[src/rtl/err_inject_pkg.sv]
// Shared types and constants for the err_inject error-injection block.
// Holds the mode encoding and the Galois LFSR polynomial and width.
package err_inject_pkg;

   typedef enum logic [1:0] {
      MODE_BYPASS = 2'd0,
      MODE_SINGLE = 2'd1,
      MODE_DOUBLE = 2'd2,
      MODE_RANDOM = 2'd3
   } mode_e;

   localparam int LFSR_W = 16;

   // x^16+x^14+x^13+x^11+1, right-shifting Galois form
   localparam logic [LFSR_W-1:0] LFSR_POLY = 16'hB400;

endpackage

[src/rtl/err_lfsr.sv]
// 16-bit Galois LFSR used for random error positions.
// Advances one step per cycle while i_adv is high.
module err_lfsr
   import err_inject_pkg::*;
#(
   parameter logic [LFSR_W-1:0] SEED = 16'hACE1
) (
   input  logic              i_clk,
   input  logic              i_rst_n,
   input  logic              i_adv,
   output logic [LFSR_W-1:0] o_state
);

   logic [LFSR_W-1:0] r_state;
   logic [LFSR_W-1:0] w_next;

   assign w_next = {1'b0, r_state[LFSR_W-1:1]}
                 ^ (r_state[0] ? LFSR_POLY : '0);

   always_ff @(posedge i_clk or negedge i_rst_n) begin
      if (!i_rst_n) begin
         r_state <= SEED;
      end else if (i_adv) begin
         r_state <= w_next;
      end
   end

   assign o_state = r_state;

endmodule

[src/rtl/err_inject.sv]
// Codeword error injector: flips fixed or random bits on every Nth word.
// Define ERR_INJECT_STATS_EN to build the word/bit statistics counters.
module err_inject
   import err_inject_pkg::*;
#(
   parameter int          CW_W      = 8,
   parameter logic [15:0] LFSR_SEED = 16'hACE1
) (
   input  logic                     i_clk,
   input  logic                     i_rst_n,
   input  logic [1:0]               i_mode,
   input  logic [$clog2(CW_W)-1:0]  i_pos_a,
   input  logic [$clog2(CW_W)-1:0]  i_pos_b,
   input  logic [7:0]               i_period,
   input  logic                     i_valid,
   input  logic [CW_W-1:0]          i_data,
   output logic                     o_ready,
   output logic                     o_valid,
   output logic [CW_W-1:0]          o_data,
   output logic [CW_W-1:0]          o_err_mask,
   input  logic                     i_ready,
   output logic [15:0]              o_word_cnt,
   output logic [15:0]              o_bit_cnt
);

   mode_e             w_mode;
   logic              w_ready;
   logic              w_acc;
   logic              w_slot;
   logic [CW_W-1:0]   w_mask;
   logic [LFSR_W-1:0] w_lfsr;
   int                w_p1;
   int                w_p2;

   logic              r_valid;
   logic [CW_W-1:0]   r_data;
   logic [CW_W-1:0]   r_mask;
   logic [7:0]        r_pcnt;

   assign w_mode  = mode_e'(i_mode);
   assign w_ready = !r_valid || i_ready;
   assign w_acc   = i_valid && w_ready;
   assign w_slot  = (r_pcnt == i_period);

   err_lfsr #(
      .SEED(LFSR_SEED)
   ) u_lfsr (
      .i_clk  (i_clk),
      .i_rst_n(i_rst_n),
      .i_adv  (w_acc && (w_mode == MODE_RANDOM)),
      .o_state(w_lfsr)
   );

   // p2 is offset from p1 by 1..CW_W-1, so it can never alias p1
   always_comb begin
      w_mask = '0;
      w_p1   = int'(w_lfsr[7:0]) % CW_W;
      w_p2   = (w_p1 + 1 + int'(w_lfsr[14:8]) % (CW_W - 1)) % CW_W;
      for (int i = 0; i < CW_W; i++) begin
         unique case (w_mode)
            MODE_BYPASS: w_mask[i] = 1'b0;
            MODE_SINGLE: w_mask[i] = (int'(i_pos_a) == i);
            MODE_DOUBLE: w_mask[i] = (int'(i_pos_a) == i)
                                   || (int'(i_pos_b) == i);
            MODE_RANDOM: w_mask[i] = (w_p1 == i)
                                   || (w_lfsr[15] && (w_p2 == i));
         endcase
      end
      if (!w_slot) begin
         w_mask = '0;
      end
   end

   always_ff @(posedge i_clk or negedge i_rst_n) begin
      if (!i_rst_n) begin
         r_pcnt <= '0;
      end else if (w_acc) begin
         if ((w_mode == MODE_BYPASS) || w_slot) begin
            r_pcnt <= '0;
         end else begin
            r_pcnt <= r_pcnt + 8'd1;
         end
      end
   end

   always_ff @(posedge i_clk or negedge i_rst_n) begin
      if (!i_rst_n) begin
         r_valid <= 1'b0;
         r_data  <= '0;
         r_mask  <= '0;
      end else if (w_acc) begin
         r_valid <= 1'b1;
         r_data  <= i_data ^ w_mask;
         r_mask  <= w_mask;
      end else if (i_ready) begin
         r_valid <= 1'b0;
      end
   end

   assign o_ready    = w_ready;
   assign o_valid    = r_valid;
   assign o_data     = r_data;
   assign o_err_mask = r_mask;

`ifdef ERR_INJECT_STATS_EN
   logic        w_emit;
   logic [15:0] w_pop;
   logic [16:0] w_bsum;
   logic [15:0] r_wcnt;
   logic [15:0] r_bcnt;

   assign w_emit = r_valid && i_ready && (|r_mask);

   always_comb begin
      w_pop = '0;
      for (int i = 0; i < CW_W; i++) begin
         w_pop = w_pop + 16'(r_mask[i]);
      end
   end

   assign w_bsum = {1'b0, r_bcnt} + {1'b0, w_pop};

   always_ff @(posedge i_clk or negedge i_rst_n) begin
      if (!i_rst_n) begin
         r_wcnt <= '0;
         r_bcnt <= '0;
      end else if (w_emit) begin
         if (r_wcnt != 16'hFFFF) begin
            r_wcnt <= r_wcnt + 16'd1;
         end
         r_bcnt <= w_bsum[16] ? 16'hFFFF : w_bsum[15:0];
      end
   end

   assign o_word_cnt = r_wcnt;
   assign o_bit_cnt  = r_bcnt;
`else
   assign o_word_cnt = '0;
   assign o_bit_cnt  = '0;
`endif

endmodule

[config.mk]
export PLATFORM = sky130hd
export DESIGN_NAME = err_inject
export DESIGN_NICKNAME = d
export VERILOG_FILES = /design/src/rtl/err_inject_pkg.sv /design/src/rtl/err_lfsr.sv /design/src/rtl/err_inject.sv
export SDC_FILE = /design/constraint.sdc
export NUM_CORES = 1
export LEC_CHECK = 0
export ABC_AREA = 0
export BUFFER_PORTS_ARGS = -buffer_cell sky130_fd_sc_hd__buf_2
export CAP_MARGIN = 30
export CORE_MARGIN = 2
export CORE_UTILIZATION = 51
export CTS_CLUSTER_DIAMETER = 120
export DETAILED_ROUTE_END_ITERATION = 6
export PLACE_DENSITY = 0.76
export SYNTH_ARGS = -nofsm -noshare
export SYNTH_HDL_FRONTEND = slang
export SYNTH_SLANG_ARGS = --single-unit
[constraint.sdc]
create_clock -name i_clk -period 9.4 [get_ports i_clk]
set_input_delay 0.94 -clock i_clk [delete_from_list [all_inputs] [get_ports i_clk]]
set_output_delay 0.94 -clock i_clk [all_outputs]
set_load 0.02 [all_outputs]
==> metrics.yaml <==
hold_path:
  worst_hold_endpoint: "o_data[0]"
  hold-path-cell-count: 2
  hp-start: "o_data[0]"
  worst_hold_path_type: "reg -> reg"
floorplan:
  top_level_i_o_count: 78
  die-height_um: 85.0
  design.die.area_um2: 7220
  rows: 29
  start_util_pct: 52.7
  die_w_um: 85.0
  core_region_area_um2: 6350
detailed_routing:
  route.antenna.remaining_nets: 0
  drc_violations_left: 0
  drt_first_pass_iters: 4
  via_per_instance_ratio: 5.86
  initialDrtViolationCount: 203
  drt_wl_total_mm: 7.15
  routed-via-count: 2910
  wl_per_cell_um: 14.4
setup_path:
  path_buf_inv: 1
  worstPathCellList: "and2_1 > ha_1 > nand4_1 > o221a_1 > o211a_1 > o21a_4 > nor4b_4 > xnor2_1 > ha_1 > nand2_1 > nor2_1 > a311o_1 > xor2_1 > ha_1 > fa_1 > inv_1 > or3_1 > or4_1 > nand3_1"
  rr_endpoint: "o_data[6]"
  critical_path.top_delay_family: "simple AND/OR/NAND/NOR gates"
  critPathRequiredTime_ns: 9.63
  r2r_start: "u_lfsr.o_state[13]"
  worstSetupEndpointType: "register"
  path_common_cell: "sky130_fd_sc_hd__ha_1"
  critPathArrivalTime_ns: 5.91
  critical_path.startpoint_type: "register"
  timing.critical_path.slowest_cell_delay_ns: 0.70
  path_class: "reg -> reg"
  worstRegToRegCells: 19
  path_max_fanout: 15
  critical_path.slowest_cell: "sky130_fd_sc_hd__fa_1"
  rrSetupSlack_ns: 3.72
flow_run:
  maxCapViolations: 0
synthesis:
  synthesis.area_um2: 3350
  yosys-top-cells-count: "sky130_fd_sc_hd__nand2_1, sky130_fd_sc_hd__o21ai_0, sky130_fd_sc_hd__buf_4, sky130_fd_sc_hd__dfrtp_1, sky130_fd_sc_hd__nand3_1"
  sequential_area_share_after_synthesis_pct: 31.0
  syn-instance-count: 388
  yosysWarnings: 0
  post_synth_top_flop: "sky130_fd_sc_hd__dfrtp_1"
  synth_largest_area_cell: "sky130_fd_sc_hd__dfrtp_1"
  synth_top_cells_by_area: "sky130_fd_sc_hd__dfrtp_1, sky130_fd_sc_hd__buf_4, sky130_fd_sc_hd__dfstp_2"
  synth_top_cell_area_share_pct: 24.7
  synth_enable_flop_cells: 0
  netlist-cell-type-count: 63
  async_flop_share_pct: 100
  yosysMostFrequentCell: "sky130_fd_sc_hd__nand2_1"
  syn_avg_cell_area_um2: 8.62
  synth.ff_latch_count: 41
timing:
  fin_max_slew_vios: 0
  setup_ws_ns: 3.72
  timing.fmax_ghz: 0.176
  timing.final.hold_violations: 0
  timing_worst_slew_pin_value_ns: 0.918
  rsz0062_at_grt: "false"
  setup_total_negative_slack_ns: 0
  finalWorstPathRequiredPeriod_ns: 5.68
  post-route-period-util_pct: 60.4
  maxSlewHeadroom_pct: 38.8
  timing.final.setup_violations: 0
  fin_skew_ns: 0.00607
placed_design:
  place_worst_setup_slack_ns: 3.75
  post_dp_cell_area_um2: 3470
  detailed_place_hpwl_mm: 5.29
  port_buffers: 45
  gp_routability_congestion: 0.864
cts:
  cts_setup_buffers: 0
  tritoncts: "built"
  cts-resized-gates: 0
  clk_pin_slew_worst_paths_ns: 0.08
  insertion_delay_ns: 0.29
  cts-hold-fix-buffers: 0
  ctsRootBufferMaster: "sky130_fd_sc_hd__clkbuf_8"
  cts_htree_levels: 2
  number_of_clock_sinks: 41
  ctsLongestPathBuffers: 2
  cts_buffers: 5
power:
  power-per-cell-area_nw_per_um2: 212
  power.static_leakage_nw: 1.62
  ir_worst_vdd_mv: 0.168
layout:
  nets: 460
  syn2layout_area_growth_pct: 6.32
  final_core_utilization_pct: 56.0
  fillerInstances: 566
  post-route-cell-area_um2: 3560
  drive_above_1_share_pct: 20.0
  n_antenna_cell: 0
global_route:
  antenna_violations_before_repair: 0
  groute.layer.met3.usage_pct: 3.89
  met1_usage_pct: 27.3
  met2_usage_pct: 33.0
  grt_pass1_vias: 2661
  grt_max_degree: 42
  grt.busiest_layer: "met2"
  global_route_wire_length_before_repair_mm: 12.1
  globalRouteTotalUtil_pct: 20.0
  gr-total-overflow: 0
status:
  outcome: "complete, no violations"
## per-stage QoR
stage / hold WS (ns) / std cells / power [mW]
after floorplan: 0.474 / 419 / 0.563
after global placement: 0.457 / 488 / 0.616
after detailed placement: 0.465 / 489 / 0.636
after CTS: 0.483 / 497 / 0.757
after global routing: 0.524 / 497 / 0.816
final: 0.475 / 497 / 0.756
## sequential cells by signal (all words and copies together) (netlist names)
signal and count:
o_err_mask 8, u_lfsr.o_state 16, o_valid 1, r_pcnt 8
o_data 8
## worst min-delay path: cells and delay by family (launching register included)
kind               cells  cell delay (ns)
DFF                    1             0.34
AOI/OAI and AO/OA      1             0.05
and+or+nand+nor        1             0.04
## layout make-up
cell class	instances	area, µm²	area share [%]
multi-input cells	316	2060	57.8
flip-flops and latches	41	1040	29.1
repair buffers	48	251	7.07
well taps	77	96.3	2.71
clock buffers	8	90.1	2.53
inverters	7	26.3	0.739
## power by group
group	internal, mW	total (mW)	switching [mW]	leakage, nW
Combinational	0.144	0.374	0.230	1.07
Sequential	0.214	0.262	0.0482	0.502
Clock	0.0600	0.120	0.0596	0.0455
Total	0.418	0.756	0.338	1.62
## layer usage
| metal | vias to the layer above | part of all wire [%] | routed length, µm |
|---|---|---|---|
| met3 | 6 | 5.6 | 400 |
| met5 | - | 0 | 0 |
| met4 | 0 | 0.66 | 47 |
| met2 | 85 | 46 | 3280 |
| li1 | 1429 | - | - |
| met1 | 1390 | 48 | 3420 |
## cell families (layout without fill, tap and decap cells)
kind of cell | Yosys count | count (layout) | synth area share, %
AOI/OAI and AO/OA | 102 | 102 | 21.2
xor gates and xnor gates | 17 | 17 | 4.45
adders and majority gates | 13 | 13 | 5.09
buffers and inverters | 62 | 63 | 11.0
DFF | 41 | 41 | 31.0
muxes | 13 | 13 | 4.45
other | 1 | 32 | 0.112
and+or+nand+nor | 139 | 139 | 22.7
## placed cells by master, fill, tap and decap left out, types with 6 or more instances in the layout
cell,netlist,layout
sky130_fd_sc_hd__ha_1,12,12
sky130_fd_sc_hd__nor2_1,11,11
sky130_fd_sc_hd__nand2b_1,6,6
sky130_fd_sc_hd__conb_1,1,32
sky130_fd_sc_hd__inv_1,7,7
sky130_fd_sc_hd__nor4_1,6,6
sky130_fd_sc_hd__dfrtp_1,33,33
sky130_fd_sc_hd__nand3_1,18,18
sky130_fd_sc_hd__a21oi_1,13,13
sky130_fd_sc_hd__o41ai_1,7,7
sky130_fd_sc_hd__o21ai_0,34,34
sky130_fd_sc_hd__nor3_1,13,13
sky130_fd_sc_hd__o31ai_1,6,6
sky130_fd_sc_hd__nand2_1,39,39
sky130_fd_sc_hd__a22o_1,8,8
sky130_fd_sc_hd__xor2_1,13,13
sky130_fd_sc_hd__nor2b_1,6,6
sky130_fd_sc_hd__mux2_2,11,11
sky130_fd_sc_hd__buf_2,4,45
sky130_fd_sc_hd__and3_1,9,9
sky130_fd_sc_hd__clkbuf_8,0,6
sky130_fd_sc_hd__dfstp_2,8,8
## worst max-delay path by stage
stage,endpoint,slack [ns],cells after the start,startpoint
2_1_floorplan,o_data[3],4.33,21,u_lfsr.o_state[13]
3_3_place_gp,o_data[6],3.95,19,u_lfsr.o_state[13]
3_5_place_dp,o_data[6],3.75,19,u_lfsr.o_state[13]
4_1_cts,o_data[6],3.71,19,u_lfsr.o_state[13]
5_1_grt,o_data[6],3.37,19,u_lfsr.o_state[13]
6_report,o_data[6],3.72,19,u_lfsr.o_state[13]
(Power assumes the default switching activity.)
